[config.mk]
export PLATFORM = sky130hd
export DESIGN_NAME = mmu_arbiter
export DESIGN_NICKNAME = d
export VERILOG_FILES = /design/src/rtl/mmu_arbiter.sv
export SDC_FILE = /design/constraint.sdc
export NUM_CORES = 1
export LEC_CHECK = 0
export BUFFER_PORTS_ARGS = -buffer_cell sky130_fd_sc_hd__buf_2
export CAP_MARGIN = 20
export CORE_AREA = 2 2 121 123
export CTS_CLUSTER_DIAMETER = 100
export DETAILED_ROUTE_END_ITERATION = 16
export DIE_AREA = 0 0 123 125
export PLACE_DENSITY = 0.78
export SETUP_SLACK_MARGIN = 0.05
export SLEW_MARGIN = 20
export SYNTH_ARGS = -nofsm -noshare
export SYNTH_HDL_FRONTEND = slang
export SYNTH_SLANG_ARGS = --single-unit
[constraint.sdc]
create_clock -name clk -period 2.3 [get_ports clk]
set_input_delay 0.23 -clock clk [delete_from_list [all_inputs] [get_ports clk]]
set_output_delay 0.23 -clock clk [all_outputs]
set_load 0.01 [all_outputs]
[src/rtl/mmu_arbiter.sv]
// Two-master arbiter sharing the single mmu memory port between the cpu (m0) and a debug engine (m1).
// It registers the granted request onto the mmu port and routes ready/data back, with an optional watchdog.
module mmu_arbiter #(
    parameter bit          ROUND_ROBIN    = 1'b1,
    parameter int unsigned TIMEOUT_CYCLES = 0,
    parameter logic [31:0] ERR_DATA       = 32'hDEADBEEF
) (
    input  logic        clk,
    input  logic        reset_n,
    input  logic        m0_read_enable,
    input  logic        m0_write_enable,
    input  logic        m0_mem_signed_read,
    input  logic [1:0]  m0_mem_data_width,
    input  logic [31:0] m0_address,
    input  logic [31:0] m0_data_in,
    output logic [31:0] m0_data_out,
    output logic        m0_mem_ready,
    output logic        m0_bus_error,
    input  logic        m1_read_enable,
    input  logic        m1_write_enable,
    input  logic        m1_mem_signed_read,
    input  logic [1:0]  m1_mem_data_width,
    input  logic [31:0] m1_address,
    input  logic [31:0] m1_data_in,
    output logic [31:0] m1_data_out,
    output logic        m1_mem_ready,
    output logic        m1_bus_error,
    output logic        mmu_read_enable,
    output logic        mmu_write_enable,
    output logic        mmu_mem_signed_read,
    output logic [1:0]  mmu_mem_data_width,
    output logic [31:0] mmu_address,
    output logic [31:0] mmu_data_in,
    input  logic [31:0] mmu_data_out,
    input  logic        mmu_mem_ready
);

    localparam int unsigned CW = 32;

    typedef enum logic [1:0] {IDLE, BUSY, RESP} state_t;

    state_t        state;
    logic          last_grant;
    logic          grant;
    logic [CW-1:0] count;

    logic          req0;
    logic          req1;
    logic          pick1;
    logic          sel_re;
    logic          sel_we;
    logic          sel_sr;
    logic [1:0]    sel_w;
    logic [31:0]   sel_addr;
    logic [31:0]   sel_din;

    // Master 1 wins when it is alone, or on contention when round-robin says it is its turn
    assign req0  = m0_read_enable | m0_write_enable;
    assign req1  = m1_read_enable | m1_write_enable;
    assign pick1 = req1 & (~req0 | (ROUND_ROBIN & ~last_grant));

    assign sel_re   = pick1 ? m1_read_enable     : m0_read_enable;
    assign sel_we   = pick1 ? m1_write_enable    : m0_write_enable;
    assign sel_sr   = pick1 ? m1_mem_signed_read : m0_mem_signed_read;
    assign sel_w    = pick1 ? m1_mem_data_width  : m0_mem_data_width;
    assign sel_addr = pick1 ? m1_address         : m0_address;
    assign sel_din  = pick1 ? m1_data_in         : m0_data_in;

    always_ff @(posedge clk) begin
        if (!reset_n) begin
            state               <= IDLE;
            last_grant          <= 1'b1;
            grant               <= 1'b0;
            count               <= '0;
            m0_data_out         <= '0;
            m0_mem_ready        <= 1'b0;
            m0_bus_error        <= 1'b0;
            m1_data_out         <= '0;
            m1_mem_ready        <= 1'b0;
            m1_bus_error        <= 1'b0;
            mmu_read_enable     <= 1'b0;
            mmu_write_enable    <= 1'b0;
            mmu_mem_signed_read <= 1'b0;
            mmu_mem_data_width  <= '0;
            mmu_address         <= '0;
            mmu_data_in         <= '0;
        end else begin
            case (state)
                IDLE: begin
                    if (req0 || req1) begin
                        grant               <= pick1;
                        last_grant          <= pick1;
                        mmu_write_enable    <= sel_we;
                        mmu_read_enable     <= sel_re & ~sel_we;
                        mmu_mem_signed_read <= sel_sr;
                        mmu_mem_data_width  <= sel_w;
                        mmu_address         <= sel_addr;
                        mmu_data_in         <= sel_din;
                        count               <= '0;
                        state               <= BUSY;
                    end
                end
                BUSY: begin
                    // A real completion on the watchdog's last cycle takes precedence over the abort
                    if (mmu_mem_ready) begin
                        if (grant) begin
                            m1_data_out  <= mmu_data_out;
                            m1_mem_ready <= 1'b1;
                        end else begin
                            m0_data_out  <= mmu_data_out;
                            m0_mem_ready <= 1'b1;
                        end
                        mmu_read_enable  <= 1'b0;
                        mmu_write_enable <= 1'b0;
                        state            <= RESP;
                    end else if ((TIMEOUT_CYCLES != 0) && (count == CW'(TIMEOUT_CYCLES - 1))) begin
                        if (grant) begin
                            m1_data_out  <= ERR_DATA;
                            m1_mem_ready <= 1'b1;
                            m1_bus_error <= 1'b1;
                        end else begin
                            m0_data_out  <= ERR_DATA;
                            m0_mem_ready <= 1'b1;
                            m0_bus_error <= 1'b1;
                        end
                        mmu_read_enable  <= 1'b0;
                        mmu_write_enable <= 1'b0;
                        state            <= RESP;
                    end else begin
                        count <= count + CW'(1);
                    end
                end
                RESP: begin
                    m0_mem_ready <= 1'b0;
                    m0_bus_error <= 1'b0;
                    m1_mem_ready <= 1'b0;
                    m1_bus_error <= 1'b0;
                    count        <= '0;
                    state        <= IDLE;
                end
                default: state <= IDLE;
            endcase
        end
    end

endmodule

======== After elaboration in Yosys (flattened, before gate mapping) ========
Cells that the tools add are included.
word-level totals
  register bits ........................... 139
  bits of input ports ..................... 173
  output and inout bits ................... 137
  logic and storage cells ................. 59
cells by class
  eq/ne operators ......................... 6
  muxes and demuxes ....................... 20
  bitwise gates (word level) .............. 9
  reduce and logical (&&, ||, !) cells .... 11
operators with widths
  kind                                                             number
  32-bit 2-to-1 mux                                                2
  3-bit AND reduction                                              5
  1-bit 2-to-1 mux                                                 10
  2-bit inequality test, second input constant                     4
  1-bit case mux with 2 select lines                               4
  2-bit 2-to-1 mux                                                 3
  1-bit inverter                                                   4
  2-bit case mux with 2 select lines                               1
  2-bit AND reduction                                              2
  2-bit nonzero test                                               2
  1-bit OR                                                         3
  1-bit AND                                                        2
  2-bit by 1-bit == test with 1-bit output, second input constant  1
  2-bit == test, second input constant                             1
  2-bit zero test                                                  1
  1-bit logical OR                                                 1

======== Depth between registers and ports, before layout ========
  word-level depth ........................ 9
  depth in mapped cells ................... 6
  mapped depth without buffers ............ 3

======== Least setup slack after synthesis ========
OpenSTA, ideal clock, no wires.
  kind .................................... input port to flip-flop
  start point ............................. in m0_write_enable
  end point ............................... reg mmu_address[10]
  library setup time ...................... 0.133 ns
  arrival ................................. 1.322 ns
  required time ........................... 2.167 ns
  slack ................................... 0.844 ns
  stages on the path ...................... 6
  buffers on the path ..................... 3
  path through ............................ or4_1 -> clkbuf_1 -> buf_6 -> buf_6 -> a21oi_1 -> a311oi_1
on the way
  longest elaborated chain between the ends .. 5
  elaborated cells between the ends (all ways) .. 7
  those cells by class .................... mux (1); bitwise (4); reduce/logical (2)
RTL lines
  item                  RTL line  text
  from (decl)           11        input logic m0_write_enable,
  1-bit OR (*)          58        assign req0 = m0_read_enable | m0_write_enable;
  1-bit inverter        60        assign pick1 = req1 & (~req0 | (ROUND_ROBIN & ~last_grant));
  1-bit OR              60
  1-bit AND             60
  32-bit 2-to-1 mux     66        assign sel_addr = pick1 ? m1_address : m0_address;
  to (signal assigned)  97        mmu_address <= sel_addr;
  to (decl)             32        output logic [31:0] mmu_address,
Every way passes the cells marked *; elsewhere a longest branch is shown, timed or not.
A chain may end at the register's enable or synchronous reset.

======== Final worst setup path ========
  start point ............................. reg state[0]
  end point ............................... reg mmu_address[0]
on the way
  longest elaborated chain between the ends .. 2
RTL lines
  item                           RTL line  text
  from (decl)                    42        state_t state;
  from (signal assigned)         71        state <= IDLE;
  from (signal assigned)         100       state <= BUSY;
  from (signal assigned)         115       state <= RESP;
  2-bit zero test                88        case (state)
  2-bit AND reduction (no line)  n/a
Every way passes these cells.

==> flow_summary.ini <==
[outcome]
status = completed

[floorplan]
ios = 310
initial_utilization = 0.411
chipHeight_um = 125
die_area_um2 = 15400
core_area_um2 = 14200
fp-row-count = 44
die_x_um = 123

[finish]
final_common_cell = buf_2
post-route-util = 0.569
nets = 1155
final_cell_mix = buf_2 (307), dfxtp_1 (139), a21oi_1 (134)
drive_gt1_frac = 0.367
area_delta_synth_final_pct = 38.5

[critical_path]
timing_worst_setup_path_type = register to register
regToRegEndpoint = mmu_address[0]
start_kind = register
endpoint_kind = register
slowest_delay_ns = 0.68
critPathSlowestCell = nor2_4
rrSetupSlack_ns = 0.34
crit_chain = or2_1 -> nor2_4 -> buf_12 -> a311oi_1
r2r_cells = 4
regToRegStartpoint = state[0]
crit_arrival_ns = 2.23
required_ns = 2.57
critPathMaxFanout = 39

[timing]
hold_viol = 0
clock.fmax_mhz = 510
finalWorstSetupSlack_ns = 0.339
fin_crit_sh = 0.853
rsz0062_at_grt = false
setup_viol = 0
worstMarginPinSlew_ns = 0.838
fin_setup_tns_ns = 0
relSlewSlack = 0.440
finalMaxSlewViolations = 0
fin_crit_ns = 1.96
finClkSkew_ns = 0.00982

[detailed_routing]
drt_first_iter_violations = 501
first_pass_iters = 5
via_per_inst = 5.52
via_count = 6508
wl_per_cell_um = 16.5
antenna_left = 0
routed_wl_um = 19500
drc = 0

[clock_tree]
clk_pin_slew_ns = 0.06
cts_num_sinks = 139
clockBufferDepth = 2
cts_hold_buffers = 0
clk-insertion-delay-late_ns = 0.42
numCtsBuffers = 17
cts_root_buf = clkbuf_16
cts_resized = 0
post_cts_buffers = 0
cts_tree = yes
cts-htree-levels = 4

[job]
max-cap-violations = 0

[pwr]
power.share.combinational = 0.185
clockPowerShare = 0.413
power_leakage_nw = 3.52
power_frac_seq = 0.402
power_density_nw_per_um2 = 839
p_sw_frac = 0.287
net-switching-power_mw = 1.94
cellInternalPower_mw = 4.84
vdd_ir_drop_max_uv = 442

[worst_hold_path]
holdPathEnd = m0_data_out[28]
hp-class = primary input to register
min_from = mmu_data_out[28]
holdPathStages = 3

[placed_design]
place_hpwl_um = 13200
post-place-ws_ns = 0.366
gp_congestion = 0.832
numPortBuffers = 307

[global_routing]
grt_overflow = 0
grt.total_usage = 0.251
grt_pass1_vias = 5890
antenna_found_initial = 1
grt_pass1_wl_um = 30400
grt_start_max_net_pins = 70

[synth]
synthCells = 720
seq_area_frac_synth = 0.477
synth_top_area_cell = dfxtp_1
ys_types = 34
synth.avg_cell_area_um2 = 8.10
yosysTopAreaCellShare = 0.477
synthTopCellsByArea = dfxtp_1 (48%), a21oi_1 (11%), a311oi_1 (10%), nand2_1 (8.2%), nand3_1 (6.2%)
ys_seq_elements = 139
synth_area_um2 = 5830
yosys_warnings = 0
==> worst max-delay path by stage <==
stage / startpoint / end / slack [ns] / cells after the start
6_report: state[0] / mmu_address[0] / 0.34 / 4
5_1_grt: state[0] / mmu_data_in[22] / 0.22 / 4
4_1_cts: state[0] / mmu_data_in[8] / 0.35 / 4
3_5_place_dp: state[0] / mmu_data_in[8] / 0.37 / 4
3_3_place_gp: state[0] / mmu_data_in[26] / 0.40 / 4
2_1_floorplan: m0_write_enable / mmu_address[10] / 0.84 / 6
==> registers in the layout, summed over array words and instances, names as in the netlist <==
signal / count
grant: 1
last_grant: 1
m0_data_out: 32
m0_mem_ready: 1
m1_data_out: 32
m1_mem_ready: 1
mmu_address: 32
mmu_data_in: 32
mmu_mem_data_width: 2
mmu_mem_signed_read: 1
mmu_read_enable: 1
mmu_write_enable: 1
state: 2
==> metal layers <==
metal / track usage / vias to the layer above / part of all wire
li1: - / 3139 / -
met1: 0.293 / 2986 / 0.38
met2: 0.411 / 338 / 0.48
met3: 0.0835 / 45 / 0.11
met4: 0.120 / 0 / 0.035
met5: 0 / - / 0
==> area by class of cell <==
class / count / area (µm²)
Clock inverter: 14 / 171
Antenna cell: 1 / 2.50
Fill cell: 1339 / 6120
Multi-Input combinational cell: 498 / 2670
Tap cell: 184 / 230
Clock buffer: 18 / 429
Timing Repair Buffer: 325 / 1780
Inverter: 1 / 6.26
Sequential cell: 139 / 2780
==> critical path: cells and delay by family, from the launching register on <==
family                 cells  cell delay [ns]
flip-flops                 1             0.39
AND/OR/NAND/NOR            2             0.99
buffers and inverters      1             0.29
AO/OA/AOI/OAI              1             0.12
==> cells in the mapped netlist <==
library cell  count
nand2b_1          1
clkbuf_8          3
nand4bb_1         1
o21ai_0          69
or2_1             1
nor3_1            1
nand3b_1          1
nand4b_1          1
nand2_1         128
o21a_1            2
nand3_1          72
o2bb2ai_1         1
or2_2             1
a2bb2oi_1         1
conb_1            1
clkbuf_1         53
or4_1             1
a21boi_0          1
nor3b_1           1
nor2_1            6
buf_1             1
buf_2            16
buf_4             3
inv_2             1
o22ai_1           1
a21oi_1         134
o21ai_1           1
nor4_1            1
dfxtp_1         139
a311oi_1         67
nor2_2            1
and4b_1           1
buf_6             7
nor4bb_1          1
==> logic make-up (layout without fill, tap and decap cells) <==
| family | Yosys count | count (layout) | synth area share |
|---|---|---|---|
| AOI/OAI and AO/OA | 277 | 277 | 0.284 |
| buffers and inverters | 84 | 358 | 0.0736 |
| DFF | 139 | 139 | 0.477 |
| other | 1 | 3 | 0.000643 |
| and+or+nand+nor | 219 | 219 | 0.165 |
==> stage by stage <==
stage / hold slack, ns / cell area [µm²] / power (mW) / std cells
floorplan: 0.302 / 5840 / 3.48 / 721
global placement: 0.438 / 7480 / 4.01 / 1147
detailed placement: 0.444 / 7480 / 4.03 / 1147
CTS: 0.0385 / 8080 / 6.83 / 1179
global route: 0.0473 / 8080 / 7.09 / 1179
finish: 0.0564 / 8080 / 6.78 / 1180
==> power by group through the flow <==
| stage | Sequential [mW] | Combinational [mW] | Clock (mW) |
|---|---|---|---|
| 2_1_floorplan | 2.85 | 0.627 | 0 |
| 3_3_place_gp | 2.76 | 1.25 | 0 |
| 3_5_place_dp | 2.77 | 1.26 | 0 |
| 4_1_cts | 2.72 | 1.26 | 2.85 |
| 5_1_grt | 2.75 | 1.38 | 2.96 |
| 6_report | 2.72 | 1.26 | 2.80 |
Note: power is estimated with default switching activity, not from simulation.
